[src/rtl/clint_timer_if.sv]
// Data-memory bus seen by the CLINT timer: one request held until a single-cycle ack.
interface clint_timer_if;
    logic        req;
    logic        we;
    logic [31:0] addr;
    logic [31:0] wdata;
    logic [3:0]  be;
    logic [31:0] rdata;
    logic        ack;

    modport master (output req, we, addr, wdata, be, input rdata, ack);
    modport slave  (input req, we, addr, wdata, be, output rdata, ack);
endinterface

[src/rtl/clint_timer.sv]
// CLINT-style machine timer: 64-bit mtime/mtimecmp behind a bus slave, level-type
// timer_interrupt while mtime >= mtimecmp.
module clint_timer #(
    parameter logic [31:0] BASE_ADDR = 32'h0200_0000,
    parameter int unsigned PRESCALE  = 1
) (
    input  logic         clk,
    input  logic         rst,
    clint_timer_if.slave bus,
    output logic         timer_interrupt
);
    localparam logic [15:0] PRESC_LAST = 16'(PRESCALE - 1);
    localparam logic [31:0] A_CMP_LO   = BASE_ADDR + 32'h0000_4000;
    localparam logic [31:0] A_CMP_HI   = BASE_ADDR + 32'h0000_4004;
    localparam logic [31:0] A_MT_LO    = BASE_ADDR + 32'h0000_BFF8;
    localparam logic [31:0] A_MT_HI    = BASE_ADDR + 32'h0000_BFFC;

    typedef enum logic {ST_IDLE, ST_ACK} state_t;

    state_t      r_state, w_state_next;
    logic [63:0] r_mtime, r_mtimecmp;
    logic [63:0] w_mtime_next, w_mtimecmp_next;
    logic [15:0] r_presc, w_presc_next;
    logic [31:0] r_rdata, w_rdata_next;
    logic        r_irq;
    logic        w_accept, w_wr, w_tick;
    logic [31:0] w_bemask;

    // Handshake FSM: state register
    always_ff @(posedge clk or posedge rst) begin
        if (rst) r_state <= ST_IDLE;
        else     r_state <= w_state_next;
    end

    // Handshake FSM: next state
    always_comb begin
        w_state_next = r_state;
        unique case (r_state)
            ST_IDLE: if (bus.req) w_state_next = ST_ACK;
            ST_ACK:  w_state_next = ST_IDLE;
            default: w_state_next = ST_IDLE;
        endcase
    end

    // Handshake FSM: outputs
    always_comb begin
        bus.ack         = (r_state == ST_ACK);
        bus.rdata       = r_rdata;
        timer_interrupt = r_irq;
    end

    assign w_accept = bus.req && (r_state == ST_IDLE);
    assign w_wr     = w_accept && bus.we;
    assign w_bemask = {{8{bus.be[3]}}, {8{bus.be[2]}}, {8{bus.be[1]}}, {8{bus.be[0]}}};

    // A write to either mtime half starts from the pre-increment value, so the
    // tick is lost for the whole 64-bit word while the prescaler keeps running.
    always_comb begin
        w_tick          = (r_presc == PRESC_LAST);
        w_presc_next    = w_tick ? '0 : r_presc + 16'd1;
        w_mtime_next    = w_tick ? r_mtime + 64'd1 : r_mtime;
        w_mtimecmp_next = r_mtimecmp;
        if (w_wr) begin
            if (bus.addr == A_CMP_LO)
                w_mtimecmp_next = {r_mtimecmp[63:32],
                                   (r_mtimecmp[31:0] & ~w_bemask) | (bus.wdata & w_bemask)};
            else if (bus.addr == A_CMP_HI)
                w_mtimecmp_next = {(r_mtimecmp[63:32] & ~w_bemask) | (bus.wdata & w_bemask),
                                   r_mtimecmp[31:0]};
            else if (bus.addr == A_MT_LO)
                w_mtime_next = {r_mtime[63:32],
                                (r_mtime[31:0] & ~w_bemask) | (bus.wdata & w_bemask)};
            else if (bus.addr == A_MT_HI)
                w_mtime_next = {(r_mtime[63:32] & ~w_bemask) | (bus.wdata & w_bemask),
                                r_mtime[31:0]};
        end
    end

    always_comb begin
        w_rdata_next = '0;
        if (!bus.we) begin
            if      (bus.addr == A_CMP_LO) w_rdata_next = r_mtimecmp[31:0];
            else if (bus.addr == A_CMP_HI) w_rdata_next = r_mtimecmp[63:32];
            else if (bus.addr == A_MT_LO)  w_rdata_next = r_mtime[31:0];
            else if (bus.addr == A_MT_HI)  w_rdata_next = r_mtime[63:32];
        end
    end

    always_ff @(posedge clk or posedge rst) begin
        if (rst) begin
            r_mtime    <= '0;
            r_mtimecmp <= '1;
            r_presc    <= '0;
            r_rdata    <= '0;
            r_irq      <= 1'b0;
        end else begin
            r_mtime    <= w_mtime_next;
            r_mtimecmp <= w_mtimecmp_next;
            r_presc    <= w_presc_next;
            if (w_accept) r_rdata <= w_rdata_next;
            r_irq      <= (w_mtime_next >= w_mtimecmp_next);
        end
    end
endmodule

[src/flat_wrapper.sv]
// flat-port wrapper written by rule: the top's interface ports become plain ports
module clint_timer_flat 
#(
    parameter logic [31:0] BASE_ADDR = 32'h0200_0000,
    parameter int unsigned PRESCALE  = 1
)
  (clk, rst, timer_interrupt, bus_req, bus_we, bus_addr, bus_wdata, bus_be, bus_rdata, bus_ack);
  clint_timer_if bus_i ();
  input  logic clk;
  input  logic rst;
  output logic timer_interrupt;
  input wire logic [$bits(bus_i.req)-1:0] bus_req;
  input wire logic [$bits(bus_i.we)-1:0] bus_we;
  input wire logic [$bits(bus_i.addr)-1:0] bus_addr;
  input wire logic [$bits(bus_i.wdata)-1:0] bus_wdata;
  input wire logic [$bits(bus_i.be)-1:0] bus_be;
  output wire logic [$bits(bus_i.rdata)-1:0] bus_rdata;
  output wire logic [$bits(bus_i.ack)-1:0] bus_ack;
  assign bus_i.req = bus_req;
  assign bus_i.we = bus_we;
  assign bus_i.addr = bus_addr;
  assign bus_i.wdata = bus_wdata;
  assign bus_i.be = bus_be;
  assign bus_rdata = bus_i.rdata;
  assign bus_ack = bus_i.ack;
  clint_timer #(.BASE_ADDR(BASE_ADDR), .PRESCALE(PRESCALE)) u_core (.clk(clk), .rst(rst), .bus(bus_i), .timer_interrupt(timer_interrupt));
endmodule
[config.mk]
export PLATFORM = sky130hd
export DESIGN_NAME = clint_timer_flat
export DESIGN_NICKNAME = d
export VERILOG_FILES = /design/src/rtl/clint_timer_if.sv /design/src/rtl/clint_timer.sv /design/src/flat_wrapper.sv
export SDC_FILE = /design/constraint.sdc
export NUM_CORES = 1
export LEC_CHECK = 0
export BUFFER_PORTS_ARGS = -buffer_cell sky130_fd_sc_hd__buf_2
export CORE_MARGIN = 4
export CORE_UTILIZATION = 50
export CTS_BUF_LIST = sky130_fd_sc_hd__clkbuf_16
export DETAILED_ROUTE_END_ITERATION = 8
export GPL_TIMING_DRIVEN = 0
export PLACE_DENSITY = 0.69
export SYNTH_ARGS = -nofsm -noshare
export SYNTH_HDL_FRONTEND = slang
export SYNTH_SLANG_ARGS = --single-unit
[constraint.sdc]
create_clock -name clk -period 11.3 [get_ports clk]
set_input_delay 1.695 -clock clk [delete_from_list [all_inputs] [get_ports clk]]
set_output_delay 1.695 -clock clk [all_outputs]
set_load 0.01 [all_outputs]
==> impl_metrics.csv <==
group,metric,value,unit
global_route,grt_max_degree,100,
clock_network,max-clock-path-buffers,2,
floorplanning,placementRows,56,
final_layout,fin_nets,1550,
logic_synthesis,synth.largest_area_cell,"dfrtp_1",
global_route,grt_pass1_vias,11700,
logic_synthesis,ys_ff_latch,178,
critical_path,critPathSlowestCell,"nor4_1",
clock_network,clock_latency,450,ps
critical_path,startpoint_type,"input port",
status,violations,"max-capacitance violations, max-slew violations",
final_layout,postLayoutCellArea,0.0138,mm2
place,pre_cts_slack,3480,ps
final_layout,postLayoutCoreUtil,57.9,%
timing,setup_slack,3430,ps
timing,maxSlewHeadroom,-5.99,%
timing,hold_viol_final,0,
logic_synthesis,synthTopCellsByArea,"dfrtp_1 (23%), dfstp_2 (14%), ha_1 (6.9%), mux2i_1 (5.5%), mux2_2 (5.2%)",
timing,min_period,7870,ps
logic_synthesis,syn_nets,1425,
timing,final.setup_skew,19.3,ps
place,gp_congestion,1.03,
timing,rsz0062_at_grt,"no",
final_layout,final_common_cell,"buf_2",
critical_path,path_max_fanout,10,
flow_run,maxCapViolCount,1,
timing,setup-violations-final,0,
clock_network,clk_pin_slew_worst_paths,70,ps
floorplanning,dieHeight,164,um
global_route,antenna_found_initial,0,
critical_path,crit_path_frequent_cell,"buf_2",
clock_network,hold_buffers,0,
critical_path,crit_type,"input port to flop",
status,status,"finished with violations",
timing,slew_viol_final,4,
drt,vias,12100,
clock_network,root_buffer,"clkbuf_16",
drt,remaining_drc_errors,0,
global_route,gr-total-overflow,0,
place,dp_hpwl,37.8,mm
logic_synthesis,netlist_area,0.0122,mm2
drt,wl,50.4,mm
logic_synthesis,synth-edff-count,0,
final_layout,n_antenna_cell,0,
final_layout,fill_cells,2183,
drt,vias_per_cell,6.94,
logic_synthesis,seq_area_frac_synth,37.2,%
hold_path,hold_path.class,"flop to flop",
floorplanning,coreArea,0.0238,mm2
drt,ant_nets,0,
critical_path,crit_chain,"buf_2 > nand2b_1 > buf_2 > clkinv_1 > and2_1 > and2_1 > buf_2 > buf_2 > a211oi_1 > a211oi_1 > ha_1 > nand4_1 > nor4_1 > o21ai_0 > o22ai_1 > nor3_1 > a31oi_1",
place,io_buffer_count,104,
floorplanning,io_pins,106,
critical_path,r2r_start,"u_core.bus.ack$_DFF_PP0_",
logic_synthesis,netlist.area_leader.share,23.4,%
clock_network,postCtsSetupRepairBufs,0,
global_route,grt_pass1_wl,74.4,mm
logic_synthesis,syn_area_per_cell,9.48,um2
timing,setup-tns-final,0,ps
floorplanning,initial_core_util,51.3,%
clock_network,cts_buffers,17,
place,placed_area,0.0132,mm2
final_layout,final-seq-area,0.00453,mm2
clock_network,htreeDepth,4,
timing,tightest_slew,1580,ps
drt,first_pass_iters,6,
power_and_ir_drop,power_density,100,mW/mm2
critical_path,cp_slowest_stage_delay,1370,ps
final_layout,drive_gt1_share,22.4,%
logic_synthesis,ys.flop_type,"dfrtp_1",
timing,hold-worst-slack,475,ps
power_and_ir_drop,vdd_ir_drop_max,0.0980,mV
floorplanning,die-area,0.0269,mm2
critical_path,crit_start,"bus_req",
clock_network,cts_tree,"built",
timing,clock.fmax,127,MHz
final_layout,areaGrowthSynthToFinish,12.8,%
logic_synthesis,syn_inst,1286,
logic_synthesis,ys_warn_count,0,
critical_path,crit_arrival,8200,ps
power_and_ir_drop,p_leak,5.88,nW
critical_path,required,11630,ps
floorplanning,die_w,164,um
critical_path,endpoint_kind,"flop",
drt,wire_per_inst,28.9,um
final_layout,multi_input_area,0.00727,mm2
hold_path,min-delay-start,"u_core.bus.rdata[5]$_DFFE_PP0P_",
logic_synthesis,ys_types,80,
timing,period_share,69.6,%
logic_synthesis,synth-async-reset-ratio,100,%
clock_network,cts_resized,0,
clock_network,cts_sinks,178,
global_route,grt_usage,37.4,%
drt,drt_iter0_markers,1644,
final_layout,layout_common_cells,"buf_2 (121), dfrtp_1 (114), a21oi_1 (104), nand2_1 (80), nor2_1 (77)",
-- stage by stage --
stage	power, W	cells
after detailed placement	0.000766	1711
after CTS	0.00138	1743
after global placement	0.000764	1709
final	0.00138	1743
after floorplan	0.000703	1286
after global routing	0.00142	1743
-- area by class of cell --
cell class / count / area share, %
Multi-Input combinational cell: 1019 / 52.9
Sequential cell: 178 / 33.0
Timing Repair Buffer: 106 / 4.07
Clock buffer: 17 / 3.09
Tap cell: 319 / 2.90
Buffer: 72 / 2.39
Clock inverter: 15 / 1.20
Inverter: 17 / 0.519
-- worst paths after layout --
path / endpoint / slack [ps] / cells after the start
max: u_core.timer_interrupt$_DFF_PP0_ / 3430 / 17
min: u_core.bus.rdata[5]$_DFFE_PP0P_ / 480 / 2
max reg2reg: u_core.timer_interrupt$_DFF_PP0_ / 4400 / 16
min reg2reg: u_core.bus.rdata[5]$_DFFE_PP0P_ / 480 / 2
max in group asynchronous: u_core.r_mtimecmp[45]$_DFF_PP1_ / 9080 / 3
min in group asynchronous: u_core.bus.rdata[26]$_DFFE_PP0P_ / 1300 / 2
-- cell families after synthesis --
kind of cell	count (synthesis)	synth area share [%]
AO/OA/AOI/OAI	363	20.4
XOR/XNOR	14	1.01
adder cells (fa/ha/maj)	67	6.88
buffers and inverters	89	3.22
flip-flops	178	37.2
multiplexers	132	11.8
AND/OR/NAND/NOR	443	19.6
-- worst max-delay path: cells and delay by family --
family / cells / cell delay [ps]
AO/OA/AOI/OAI: 5 / 2480
AND/OR/NAND/NOR: 6 / 2320
buffers and inverters: 5 / 1290
adder cells (fa/ha/maj): 1 / 380
-- flip-flops by register name (all words and copies together) (netlist names) --
register / cells
u_core.bus.ack: 1
u_core.bus.rdata: 32
u_core.r_presc: 16
u_core.r_mtimecmp: 64
u_core.r_mtime: 64
u_core.timer_interrupt: 1
-- metal layers --
layer	wire [um]	share of wire [%]	GRT usage, %	up-vias
met3	5470	11	8.71	162
met5	0	0	0	-
met4	2550	5.1	16.7	0
li1	-	-	-	5265
met2	21500	43	54.6	734
met1	20900	41	52.9	5935
-- cells in the mapped netlist, types with 6 or more instances --
cell type  count
a32oi_1        6
or3_1         11
o211ai_1       6
a31oi_1        8
inv_1         16
a211o_1        7
and2_1        13
o32ai_1       22
a22oi_1       14
or4_1          6
o22ai_1       24
ha_1          67
nor4_1        22
dfrtp_1      114
o31ai_1       15
o211a_1       11
nor3_1        47
clkbuf_1      46
mux2i_1       67
mux2_2        56
buf_2         17
o21ai_0       53
and3_1        28
mux2_4         8
and4_1        10
xnor2_1       12
nand3_1       74
nor2_1        77
a211oi_1      27
a21oi_1      104
dfstp_2       64
nand2_1       80
nand4_1       42
a22o_1        18
-- where the power goes --
group          switching (W)  internal, W  leakage (nW)
clock network       0.000304     0.000315         0.293
registers         0.00000351     0.000645          2.07
logic              0.0000813    0.0000275          3.51
Note: power is estimated with default switching activity, not from simulation.
